`config.mk`:
```
export PLATFORM = sky130hd
export DESIGN_NAME = bram_mult_arbiter_flat
export DESIGN_NICKNAME = d
export VERILOG_FILES = /design/src/rtl/bram_mult_arbiter_if.sv /design/src/rtl/bram_mult_arbiter.sv /design/src/flat_wrapper.sv
export SDC_FILE = /design/constraint.sdc
export NUM_CORES = 1
export LEC_CHECK = 0
export ABC_CLOCK_PERIOD_IN_PS = 2370
export CELL_PAD_IN_SITES_DETAIL_PLACEMENT = 0
export CELL_PAD_IN_SITES_GLOBAL_PLACEMENT = 2
export CORE_MARGIN = 5
export CORE_UTILIZATION = 25
export DETAILED_ROUTE_END_ITERATION = 10
export GPL_TIMING_DRIVEN = 1
export PLACE_DENSITY_LB_ADDON = 0.1
export SYNTH_ARGS = -nofsm -noshare
export SYNTH_HDL_FRONTEND = slang
export SYNTH_SLANG_ARGS = --single-unit
```
`constraint.sdc`:
```
create_clock -name clk -period 2.37 [get_ports clk]
set_input_delay 0.3555 -clock clk [delete_from_list [all_inputs] [get_ports clk]]
set_output_delay 0.3555 -clock clk [all_outputs]
set_load 0.02 [all_outputs]
```
`src/rtl/bram_mult_arbiter_if.sv`:
```
// Signal bundle between bram_mult_arbiter, its requesters and the product-table BRAM.
// The slave modport is the arbiter's view; master is the requester/BRAM side.
interface bram_mult_arbiter_if #(
  parameter int NREQ = 2,
  parameter int AW   = 4
);
  logic [NREQ-1:0]    req_valid;
  logic [NREQ*AW-1:0] req_a;
  logic [NREQ*AW-1:0] req_b;
  logic [NREQ-1:0]    req_ready;
  logic [NREQ-1:0]    resp_valid;
  logic [2*AW-1:0]    resp_c;
  logic               bram_en;
  logic [2*AW-1:0]    bram_addr;
  logic [2*AW-1:0]    bram_dout;
  logic               busy;

  modport slave (
    input  req_valid, req_a, req_b, bram_dout,
    output req_ready, resp_valid, resp_c, bram_en, bram_addr, busy
  );

  modport master (
    output req_valid, req_a, req_b, bram_dout,
    input  req_ready, resp_valid, resp_c, bram_en, bram_addr, busy
  );
endinterface

```
`src/rtl/bram_mult_arbiter.sv`:
```
// Round-robin sequencer sharing one A*B product-table BRAM between NREQ requesters.
// Optional ZERO_BYPASS_EN: zero operands skip the BRAM read and answer 0 directly.
module bram_mult_arbiter #(
  parameter int NREQ   = 2,
  parameter int AW     = 4,
  parameter int RD_LAT = 1
) (
  input  logic                clk,
  input  logic                rst_n,
  bram_mult_arbiter_if.slave  bus
);
  localparam int GW = (NREQ > 1) ? $clog2(NREQ) : 1;
  localparam int DW = 2 * AW;

  typedef enum logic [1:0] {IDLE, ISSUE, WAIT, RESP} state_t;

  state_t        state_q, state_d;
  logic [GW-1:0] gnt_q, gnt_d;
  logic [GW-1:0] last_gnt_q, last_gnt_d;
  logic [DW-1:0] addr_q, addr_d;
  logic [DW-1:0] resp_c_q, resp_c_d;
  logic [1:0]    cnt_q, cnt_d;

  logic          found;
  logic [GW-1:0] pick;
  logic [GW-1:0] cand;
  logic [AW-1:0] sel_a;
  logic [AW-1:0] sel_b;

  // Scan starts one past the last grant and wraps, so every requester gets a turn.
  always_comb begin
    found = 1'b0;
    pick  = '0;
    cand  = last_gnt_q;
    for (int k = 0; k < NREQ; k++) begin
      cand = (cand == GW'(NREQ - 1)) ? '0 : cand + GW'(1);
      if (!found && bus.req_valid[cand]) begin
        found = 1'b1;
        pick  = cand;
      end
    end
  end

  always_comb begin
    sel_a = '0;
    sel_b = '0;
    for (int i = 0; i < NREQ; i++) begin
      if (pick == GW'(i)) begin
        sel_a = bus.req_a[i*AW +: AW];
        sel_b = bus.req_b[i*AW +: AW];
      end
    end
  end

  always_comb begin
    state_d    = state_q;
    gnt_d      = gnt_q;
    last_gnt_d = last_gnt_q;
    addr_d     = addr_q;
    resp_c_d   = resp_c_q;
    cnt_d      = cnt_q;
    case (state_q)
      IDLE: begin
        if (found) begin
          gnt_d      = pick;
          last_gnt_d = pick;
`ifdef ZERO_BYPASS_EN
          if ((sel_a == '0) || (sel_b == '0)) begin
            resp_c_d = '0;
            state_d  = RESP;
          end else begin
            addr_d  = {sel_a, sel_b};
            state_d = ISSUE;
          end
`else
          addr_d  = {sel_a, sel_b};
          state_d = ISSUE;
`endif
        end
      end
      ISSUE: begin
        cnt_d   = 2'(RD_LAT - 1);
        state_d = WAIT;
      end
      WAIT: begin
        // Counter reaching zero marks the cycle the BRAM data is valid.
        if (cnt_q == 2'd0) begin
          resp_c_d = bus.bram_dout;
          state_d  = RESP;
        end else begin
          cnt_d = cnt_q - 2'd1;
        end
      end
      RESP: begin
        state_d = IDLE;
      end
      default: begin
        state_d = IDLE;
      end
    endcase
  end

  always_ff @(posedge clk or negedge rst_n) begin
    if (!rst_n) begin
      state_q    <= IDLE;
      gnt_q      <= '0;
      last_gnt_q <= GW'(NREQ - 1);
      addr_q     <= '0;
      resp_c_q   <= '0;
      cnt_q      <= '0;
    end else begin
      state_q    <= state_d;
      gnt_q      <= gnt_d;
      last_gnt_q <= last_gnt_d;
      addr_q     <= addr_d;
      resp_c_q   <= resp_c_d;
      cnt_q      <= cnt_d;
    end
  end

  // Ready is gated by rst_n so nothing is accepted while reset is held.
  always_comb begin
    bus.req_ready  = '0;
    bus.resp_valid = '0;
    for (int i = 0; i < NREQ; i++) begin
      bus.req_ready[i]  = rst_n && (state_q == IDLE) && found && (pick == GW'(i));
      bus.resp_valid[i] = (state_q == RESP) && (gnt_q == GW'(i));
    end
  end

  assign bus.bram_en   = (state_q == ISSUE);
  assign bus.bram_addr = addr_q;
  assign bus.resp_c    = resp_c_q;
  assign bus.busy      = (state_q != IDLE);
endmodule
```
`src/flat_wrapper.sv`:
```
// flat-port wrapper written by rule: the top's interface ports become plain ports
module bram_mult_arbiter_flat 
#(
  parameter int NREQ   = 2,
  parameter int AW     = 4,
  parameter int RD_LAT = 1
)
  (clk, rst_n, bus_req_valid, bus_req_a, bus_req_b, bus_bram_dout, bus_req_ready, bus_resp_valid, bus_resp_c, bus_bram_en, bus_bram_addr, bus_busy);
  bram_mult_arbiter_if #(.NREQ(NREQ), .AW(AW)) bus_i ();
  input  logic clk;
  input  logic rst_n;
  input wire logic [$bits(bus_i.req_valid)-1:0] bus_req_valid;
  input wire logic [$bits(bus_i.req_a)-1:0] bus_req_a;
  input wire logic [$bits(bus_i.req_b)-1:0] bus_req_b;
  input wire logic [$bits(bus_i.bram_dout)-1:0] bus_bram_dout;
  output wire logic [$bits(bus_i.req_ready)-1:0] bus_req_ready;
  output wire logic [$bits(bus_i.resp_valid)-1:0] bus_resp_valid;
  output wire logic [$bits(bus_i.resp_c)-1:0] bus_resp_c;
  output wire logic [$bits(bus_i.bram_en)-1:0] bus_bram_en;
  output wire logic [$bits(bus_i.bram_addr)-1:0] bus_bram_addr;
  output wire logic [$bits(bus_i.busy)-1:0] bus_busy;
  assign bus_i.req_valid = bus_req_valid;
  assign bus_i.req_a = bus_req_a;
  assign bus_i.req_b = bus_req_b;
  assign bus_i.bram_dout = bus_bram_dout;
  assign bus_req_ready = bus_i.req_ready;
  assign bus_resp_valid = bus_i.resp_valid;
  assign bus_resp_c = bus_i.resp_c;
  assign bus_bram_en = bus_i.bram_en;
  assign bus_bram_addr = bus_i.bram_addr;
  assign bus_busy = bus_i.busy;
  bram_mult_arbiter #(.NREQ(NREQ), .AW(AW), .RD_LAT(RD_LAT)) u_core (.clk(clk), .rst_n(rst_n), .bus(bus_i));
endmodule
```
==> summary.txt <==
Status
  • Status: completed

Timing
  • Setup tns final: 0 ps
  • Worst Tran Pin Value: ~450 ps
  • Worst slew margin: around 70%
  • Clock Skews: about 1.4 ps
  • Final Setup Violations: 0
  • Min Clock Period, post-route: 2250 ps
  • Final Hold Vio Count: 0
  • RSZ-0062 raised after global routing: no
  • Peak Freq: 445 MHz
  • Hold_ws: between 200 and 300 ps
  • Final Cycle Share: ~95%
  • Final Max Tran Viols: 0

Worst setup path
  • R2R depth: 6
  • Critical path class: reg -> out
  • Crit path arrival time: 1890 ps
  • Worst Setup End Kind: output port
  • Worst-path fanout max: 6
  • Worst endpoint required time: ~2000 ps
  • Crit path from: u_core.state_q[1]
  • Worst R2R Start: u_core.state_q[0]
  • Reg2reg end: u_core.state_q[1]
  • R2r setup slk: ~700 ps
  • Setup crit start kind: flop

Clocking
  • # hold bufs at CTS: 0
  • CTS root buffer: clkbuf_8
  • CTS tree: built
  • Num CTS Buffers: 3
  • Max H-tree Level: 1
  • Clk Latency, worst-skew pair: about 260 ps
  • Clock Sinks: 22
  • Worst-path clk slew: around 90 ps
  • CTS max path bufs: 2

Place
  • Routability cong.: ~0.74
  • IO Port Bufs: approximately 50
  • Dpl hpwl: 2290 microns

Detailed routing
  • Routed WL: ~2900 microns
  • Routed via count: slightly above 900
  • Drt drc: 0
  • DRT antenna net count: 0
  • Initial DRC count: 27
  • Per-cell routed wire length: around 14 microns
  • TritonRoute pass-1 iters: 4
  • Via density: 4.44

Floorplan
  • Die H: ~75 microns
  • Initial Util: between 20% and 30%
  • I/O pin count: 50
  • Core Area: between 4000 and 5000 sq um
  • DIE AREA: around 5700 sq um
  • Die width: ~75 microns
  • Cell Rows: 23

Global routing
  • Gr ovfl total: 0
  • Initial antenna violation count: 0
  • Vias in the first global route: ~940
  • Total GRT Usage: a little over a tenth
  • Largest net degree at the start of global routing: 14
  • First-pass GRT wire length: between 4000 and 5000 microns

Logic synthesis
  • Syn Nets: about 130
  • Post-Syn Instances: 98
  • Ys Warns: 0
  • Synthesized area: about 1100 sq um
  • Synth Register Bits: 22
  • Register area share after synthesis: between 50% and 60%
  • Avg Inst Size Synth: around 11 sq um
  • Yosys cell types: 26

Worst hold path
  • Hold Crit Class: in -> async

Layout
  • Final #Nets: between 150 and 200
  • Most common cell after layout, fill and taps aside: clkdlybuf4s50_1
  • Layout cell share with drive strength beyond 1: roughly 17%
  • Most frequent cells in the layout: clkdlybuf4s50_1, dfrtp_1, a21oi_1
  • P&R area growth vs syn: 63.3%
  • Antenna diodes: 0

Power and ir drop
  • Power per cell area: around 1300 nW/um^2
  • Leak: approximately 0.00078 uW
  • Maximum vdd drop: 0.486 mV

Run
  • # Max-Cap Violations: 0
## where the power goes
group / internal [uW] / total (uW) / switching (uW)
Combinational: 606 / 1180 / 575
Sequential: 560 / 665 / 105
Clock: 226 / 356 / 130
## per-stage QoR
stage / power [uW] / area (sq um) / cells / setup slack (ps) / utilization (%)
after floorplan: 1320 / 1060 / 98 / 721 / -
after global placement: 1850 / 1660 / 202 / 172 / 40.9
after detailed placement: 1880 / 1660 / 202 / 174 / 40.9
after CTS: 2240 / 1730 / 206 / 81.7 / 42.7
after global routing: 2360 / 1730 / 206 / 10.4 / 42.7
final: 2200 / 1730 / 206 / 122 / 42.7
## cell families (layout without fill, tap and decap cells)
group	count (synthesis)	in the layout	synth area share, %
AOI/OAI and AO/OA	27	27	16.3
and+or+nand+nor	26	26	11.7
DFF	22	22	51.9
muxes	9	9	9.89
buffers and inverters	8	66	3.18
adders and majority gates	6	6	7.07
## final cells by class
type,instances,area [sq um]
well taps,50,62.6
flip-flops and latches,22,552
inverters,5,18.8
clock buffers,3,41.3
multi-input cells,68,477
fillers,387,2320
repair buffers,57,553
clock inverters,1,30.0
## state kept, by name, summed over array words and instances, names as in the netlist
register / count
u_core.bus.bram_addr: 8
u_core.bus.resp_c: 8
u_core.last_gnt_q: 1
u_core.state_q: 2
u_core.gnt_q: 1
u_core.cnt_q: 2
## worst max path at each step
stage,endpoint,slack (ps)
detailed placement,bus_req_ready[1],170
CTS,bus_req_ready[0],80
finish,bus_req_ready[1],120
global route,bus_req_ready[1],10
floorplan,bus_req_ready[0],720
global placement,bus_req_ready[0],170
## synthesized netlist by cell type (all sizes together)
library cell  count  area [sq um]
a21bo             1          10.0
a21oi            17          85.1
o2bb2ai           1          8.76
buf               3          15.0
a31oi             1          6.26
dfstp             1          26.3
and2              1          6.26
a21o              1          7.51
nor3b             1          12.5
o21a              1          7.51
nand2            10          40.0
and3              2          12.5
mux2              9           105
ha                6          75.1
nand2b            1          6.26
nor2b             2          12.5
inv               5          18.8
a21boi            1          18.8
o21ai             3          18.8
nor2              9          33.8
dfrtp            21           526
o32a              1          10.0
## critical path, cell delays in order (launching register included)
cell and delay (ps):
dfrtp_1 430, inv_1 120, ha_1 190, buf_4 150, and3_1 150, clkdlybuf4s50_1 600
## routing by layer
layer / part of all wire (%) / vias up / global-route usage [%]
li1: - / 454 / -
met1: 41 / 428 / 13.0
met2: 49 / 30 / 18.0
met3: 9.9 / 2 / 3.07
met4: 0.70 / 0 / 2.91
met5: 0 / - / 0
## repair_timing
item	CTS	global route
hold endpoints to repair	0	0
gates resized for setup	0	1
endpoints found under the setup margin	0	1
buffers inserted	0	0
Power figures use the tool's default switching activity.
